### src/rtl/wb_initiator.sv
// Single-outstanding Wishbone classic initiator: accepts one core request, runs one bus
// access with a timeout, and returns a one-cycle response pulse.
module wb_initiator #(
    parameter int unsigned TIMEOUT_CYCLES = 16
) (
    input  logic        clk_i,
    input  logic        rst_ni,
    input  logic        req_valid_i,
    output logic        req_ready_o,
    input  logic        req_we_i,
    input  logic [3:0]  req_sel_i,
    input  logic [29:0] req_adr_i,
    input  logic [31:0] req_dat_i,
    output logic        rsp_valid_o,
    output logic [31:0] rsp_dat_o,
    output logic        rsp_err_o,
    output logic        wb_cyc_o,
    output logic        wb_stb_o,
    output logic        wb_we_o,
    output logic [3:0]  wb_sel_o,
    output logic [29:0] wb_adr_o,
    output logic [31:0] wb_dat_o,
    input  logic [31:0] wb_dat_i,
    input  logic        wb_ack_i
);

    typedef enum logic [1:0] {StIdle, StBus, StResp} state_e;

    localparam logic [7:0] CntMax = 8'(TIMEOUT_CYCLES - 1);

    state_e      state_q, state_d;
    logic [7:0]  cnt_q, cnt_d;
    logic        cyc_q, cyc_d;
    logic        we_q, we_d;
    logic [3:0]  sel_q, sel_d;
    logic [29:0] adr_q, adr_d;
    logic [31:0] dat_q, dat_d;
    logic        rsp_valid_q, rsp_valid_d;
    logic [31:0] rsp_dat_q, rsp_dat_d;
    logic        rsp_err_q, rsp_err_d;

    always_comb begin
        state_d     = state_q;
        cnt_d       = cnt_q;
        cyc_d       = cyc_q;
        we_d        = we_q;
        sel_d       = sel_q;
        adr_d       = adr_q;
        dat_d       = dat_q;
        rsp_valid_d = 1'b0;
        rsp_dat_d   = rsp_dat_q;
        rsp_err_d   = rsp_err_q;
        unique case (state_q)
            StIdle: begin
                if (req_valid_i) begin
                    state_d = StBus;
                    cnt_d   = '0;
                    cyc_d   = 1'b1;
                    we_d    = req_we_i;
                    sel_d   = req_sel_i;
                    adr_d   = req_adr_i;
                    dat_d   = req_dat_i;
                end
            end
            StBus: begin
                // Ack takes priority over a timeout expiring in the same cycle.
                if (wb_ack_i) begin
                    state_d     = StResp;
                    cyc_d       = 1'b0;
                    rsp_valid_d = 1'b1;
                    rsp_dat_d   = we_q ? 32'h0 : wb_dat_i;
                    rsp_err_d   = 1'b0;
                end else if (cnt_q == CntMax) begin
                    state_d     = StResp;
                    cyc_d       = 1'b0;
                    rsp_valid_d = 1'b1;
                    rsp_dat_d   = 32'h0;
                    rsp_err_d   = 1'b1;
                end else begin
                    cnt_d = cnt_q + 8'd1;
                end
            end
            StResp: begin
                state_d = StIdle;
            end
            default: begin
                state_d = StIdle;
                cyc_d   = 1'b0;
            end
        endcase
    end

    always_ff @(posedge clk_i or negedge rst_ni) begin
        if (!rst_ni) begin
            state_q     <= StIdle;
            cnt_q       <= '0;
            cyc_q       <= 1'b0;
            we_q        <= 1'b0;
            sel_q       <= '0;
            adr_q       <= '0;
            dat_q       <= '0;
            rsp_valid_q <= 1'b0;
            rsp_dat_q   <= '0;
            rsp_err_q   <= 1'b0;
        end else begin
            state_q     <= state_d;
            cnt_q       <= cnt_d;
            cyc_q       <= cyc_d;
            we_q        <= we_d;
            sel_q       <= sel_d;
            adr_q       <= adr_d;
            dat_q       <= dat_d;
            rsp_valid_q <= rsp_valid_d;
            rsp_dat_q   <= rsp_dat_d;
            rsp_err_q   <= rsp_err_d;
        end
    end

    assign req_ready_o = (state_q == StIdle);
    assign wb_cyc_o    = cyc_q;
    assign wb_stb_o    = cyc_q;
    assign wb_we_o     = we_q;
    assign wb_sel_o    = sel_q;
    assign wb_adr_o    = adr_q;
    assign wb_dat_o    = dat_q;
    assign rsp_valid_o = rsp_valid_q;
    assign rsp_dat_o   = rsp_dat_q;
    assign rsp_err_o   = rsp_err_q;

endmodule

### config.mk
export PLATFORM = sky130hd
export DESIGN_NAME = wb_initiator
export DESIGN_NICKNAME = d
export VERILOG_FILES = /design/src/rtl/wb_initiator.sv
export SDC_FILE = /design/constraint.sdc
export NUM_CORES = 1
export LEC_CHECK = 0
export BUFFER_PORTS_ARGS = -buffer_cell sky130_fd_sc_hd__buf_2
export CAP_MARGIN = 10
export CORE_MARGIN = 2
export CORE_UTILIZATION = 45
export DETAILED_ROUTE_END_ITERATION = 10
export PLACE_DENSITY = 0.78
export SLEW_MARGIN = 25
export SYNTH_ARGS = -nofsm -noshare
export SYNTH_HDL_FRONTEND = slang
export SYNTH_SLANG_ARGS = --single-unit
### constraint.sdc
create_clock -name clk_i -period 2.25 [get_ports clk_i]
set_input_delay 0.45 -clock clk_i [delete_from_list [all_inputs] [get_ports clk_i]]
set_output_delay 0.45 -clock clk_i [all_outputs]
set_load 0.01 [all_outputs]
* After elaboration in Yosys (flattened, before gate mapping)
Cells that the tools add are included.
W data, S select, Z words.
** Cells by class
- Muxes and demuxes :: 20
- Reduce and logical (&&, ||, !) cells :: 8
- $add $sub $neg :: 1
- Equality and inequality tests :: 7
- Bitwise logic cells :: 1
** Operator list (number)
- $mux W32 :: 3
- $mux W8 :: 3
- $pmux W8 S2 :: 1
- $add A8 B1 Y8 const B :: 1
- $eq A8 B4 Y1 const B :: 1
- $mux W1 :: 8
- $mux W2 :: 3
- $ne A2 B2 Y1 const B :: 3
- $reduce_and A2 Y1 :: 3
- $pmux W2 S2 :: 1
- $reduce_and A4 Y1 :: 1
- $reduce_bool A2 Y1 :: 2
- $ne A3 B3 Y1 const B :: 1
- $pmux W1 S3 :: 1
- $reduce_and A3 Y1 :: 1
- $eq A2 B1 Y1 const B :: 1
- $eq A2 B2 Y1 const B :: 1
- $logic_not A2 Y1 :: 1
- $not A1 Y1 :: 1
** Storage, ports and cells
- Register bits after elaboration :: 112
- Input bits :: 103

* Depth between registers and ports, before layout
- Depth after elaboration :: 4
- Depth in mapped cells :: 6
- Gate-level depth less buffers :: 5

* Least setup slack after synthesis
OpenSTA, ideal clock, no wires.
- Path kind :: register to register
- Start :: reg cnt_q[5]
- End :: reg rsp_dat_q[10], in the netlist rsp_dat_o[10]
- Buffers on the path :: 1
- Path slack :: 0.632 ns
- Stages on the path, launching flop included :: 6
- Period minus slack after synthesis :: 1.618 ns
- Arrival :: 1.497 ns
- Library setup time :: 0.121 ns
- Cells stage by stage :: dfrtp_1 or3_4 nor3_4 o21ai_4 buf_6 a22o_1
** On the way
- Longest elaborated chain between the ends :: 3
** RTL lines
- from (decl) :: RTL line 32 : logic [7:0] cnt_q, cnt_d;
- from (signal assigned) :: RTL line 107 : cnt_q <= cnt_d;
- $eq A8 B4 Y1 :: RTL line 73 : end else if (cnt_q == CntMax) begin
- $reduce_bool A2 Y1 (no line)
- $reduce_and A2 Y1 (no line)
- to (signal assigned) :: RTL line 114 : rsp_dat_q <= rsp_dat_d;
- to (decl) :: RTL line 39 : logic [31:0] rsp_dat_q, rsp_dat_d;
No other way between the ends.
A chain may end at the register's enable or synchronous reset.

* Worst setup path in the final report
- Start :: reg cnt_q[5]
- End :: reg rsp_dat_q[8], in the netlist rsp_dat_o[8]
The elaborated chain is that of the path after synthesis.

==> flow_summary_export.csv <==
group,metric,value,unit
synth,syn-num-nets,385,
power_and_ir_drop,total_power,0.00709,W
sta,slew_violations,0,
finish,drive_gt1_share,59.4,%
synth,ys_seq_elements,112,
synth,ys.flop_type,"dfrtp_1",
sta,post-route-period-util,79.7,%
sta,fin_setup_tns,0,ps
cts,cts_setup_buffers,0,
synth,avgSynthCellArea,15.3,sq um
finish,area_growth,31.3,%
sta,rsz0062_at_grt,"false",
worst_hold_path,hp-class,"input pin to flip-flop",
die,start_util,46.5,%
outcome,status,"finished, final reports clean",
synth,ys_types,36,
die,ios,207,
cts,clockRootBuffer,"clkbuf_8",
power_and_ir_drop,power_density,1250,mW/mm^2
global_routing,grt_usage,17.2,%
detailed_routing,wirelength,9180,microns
synth,ys_seq_area_share,65.0,%
finish,num_antenna_cells,0,
worst_setup_path,crit_fanout,34,
synth,synth_area_leaders,"dfrtp_1, mux2_2, a22o_1",
global_routing,grt_max_degree,66,
power_and_ir_drop,power_leakage,2.85,nW
cts,insertion_delay,350,ps
sta,min_period,1790,ps
die,rows,35,
power_and_ir_drop,pwr-share-seq,47.5,%
synth,synth_edf_count,0,
synth,synthArstFlopShare,100,%
cts,cts.repair.resized,0,
synth,yosysMostFrequentCell,"dfrtp_1",
detailed_routing,first_pass_iters,4,
cts,cts_buffers,9,
sta,relSlewSlack,70.9,%
placement,io_buffers,206,
global_routing,grt_pass1_wl,14100,microns
die,die_y,102,microns
placement,dp_cells,606,
sta,finalHoldViolCount,0,
synth,synth_top_area_cell,"dfrtp_1",
synth,synth_warnings,0,
cts,clockBufferDepth,2,
global_routing,grt_antenna_before_repair,0,
sta,fmax,0.557,GHz
cts,clk_pin_slew,100,ps
cts,clock_sinks,112,
global_routing,overflow,0,
sta,tightest_slew,436,ps
power_and_ir_drop,comb_power_share,37.7,%
synth,netlist_area,0.00431,sq mm
cts,htree_levels,3,
synth,synthTopCellsByCount,"dfrtp_1, mux2_2, a22o_1",
detailed_routing,drc_errors,0,
detailed_routing,route.antenna.remaining_nets,0,
power_and_ir_drop,p_switching,0.00241,W
detailed_routing,vias,3024,
worst_setup_path,arrival,2040,ps
detailed_routing,drt_first_iter_violations,47,
placement,placed_cell_area,0.00549,sq mm
worst_setup_path,crit_type,"flip-flop to flip-flop",
finish,num-nets-final,593,
detailed_routing,wl_per_cell,14.8,microns
finish,instances_no_fill,622,
job,drv_cap,0,
sta,fin_worst_skew,12.0,ps
placement,gp_congestion,0.785,
placement,dp_hpwl,6790,microns
finish,n_fill_cell,761,
finish,utilization,61.0,%
cts,cts_tree,"yes",
global_routing,grt_pass1_vias,2954,
synth,synthDominantCellAreaShare,65.0,%
synth,synthCells,281,
power_and_ir_drop,p_sw_share,34.0,%
power_and_ir_drop,p_clk_share,14.8,%
sta,setup_violations,0,
worst_setup_path,cp_data_required_time,2490,ps
power_and_ir_drop,internal-power,0.00468,W
worst_setup_path,end_kind,"flip-flop",
worst_setup_path,worstSetupStartpointType,"flip-flop",
finish,stdcell_area,0.00566,sq mm
power_and_ir_drop,worst_ir_drop_vdd,0.000595,V
die,dieArea,0.0104,sq mm
detailed_routing,via_per_inst,4.86,
die,fp.dieW,102,microns
die,fp.coreArea,0.00928,sq mm
[state kept, by name, summed over array words and instances (netlist names)]
register     count
cnt_q            8
rsp_dat_o       32
rsp_err_o        1
rsp_valid_o      1
state_q          2
wb_adr_o        30
wb_cyc_o         1
wb_dat_o        32
wb_sel_o         4
wb_we_o          1
[placed cells by master (no fill, tap or decap), types with 2 or more instances in the layout]
cell	netlist	routed
inv_6	0	2
buf_2	10	205
dfrtp_1	112	112
o21ai_0	3	3
nand2b_1	2	2
nand3_1	2	2
nand2_1	7	7
clkinv_4	0	2
nor2_1	4	3
buf_12	0	2
buf_4	1	5
a22o_1	32	32
mux2_2	57	57
clkinv_2	0	2
mux2i_1	2	2
o21a_1	2	2
clkbuf_8	0	9
inv_1	4	4
a21oi_1	8	8
mux2_1	10	10
[logic make-up after synthesis]
group           Yosys count  synth area share, %
flops                   112                 65.0
fa+ha+maj                 1                0.290
buf+inv                  20                 2.70
compound gates           52                 9.86
simple gates             27                 4.21
mux                      69                 18.0
[timing repair]
action	CTS	global route
hold endpoints to repair	11	0
hold buffers	1	0
endpoints found under the setup margin	0	0
[path summary, 6_finish.rpt]
kind                                     startpoint                       end  slack, ps  depth (start not counted)
max in group asynchronous                    rst_ni  wb_dat_o[25]$_DFFE_PN0P_       1100                          3
min in group asynchronous                    rst_ni   wb_adr_o[2]$_DFFE_PN0P_        460                          2
min reg2reg                wb_adr_o[23]$_DFFE_PN0P_  wb_adr_o[23]$_DFFE_PN0P_        490                          1
max                            cnt_q[5]$_DFFE_PN0P_  rsp_dat_o[8]$_DFFE_PN0P_        460                          5
min                                   req_adr_i[27]  wb_adr_o[27]$_DFFE_PN0P_        300                          2
max reg2reg                    cnt_q[5]$_DFFE_PN0P_  rsp_dat_o[8]$_DFFE_PN0P_        460                          5
[critical path: stages (launching register included)]
cell and delay, ps:
dfrtp_1 430, or3_4 440, nor3_4 240, o21ai_4 60, buf_4 240, a22o_1 270
[power by group through the flow]
stage	Combinational (W)	Sequential, W	Clock [W]
5_1_grt	0.00291	0.00349	0.00117
4_1_cts	0.00272	0.00338	0.00110
3_3_place_gp	0.00264	0.00337	0
3_5_place_dp	0.00273	0.00340	0
2_1_floorplan	0.00111	0.00377	0
6_report	0.00267	0.00336	0.00105
[stage by stage]
| stage | worst slack, ps | hold WS (ps) |
|---|---|---|
| after floorplan | 632 | 154 |
| after global routing | 326 | 289 |
| final | 456 | 304 |
| after CTS | 449 | 280 |
| after global placement | 511 | 303 |
| after detailed placement | 446 | 305 |
[cell type report]
class	count	area, sq um	share of cell area, %
clock buffer	9	124	2.19
clock inverter	6	45.0	0.795
inverter	4	15.0	0.265
multi-input combinational	149	1400	24.8
sequential	112	2800	49.5
tap	129	161	2.85
timing repair buffer	213	1110	19.7
[layer usage]
layer	vias up	global-route usage, %	part of all wire (%)
li1	1432	-	-
met1	1432	21.9	43
met2	150	28.3	47
met3	10	4.92	8.8
met4	0	6.36	1.2
met5	-	0	0
No activity file was read; power rests on OpenSTA's default activity.
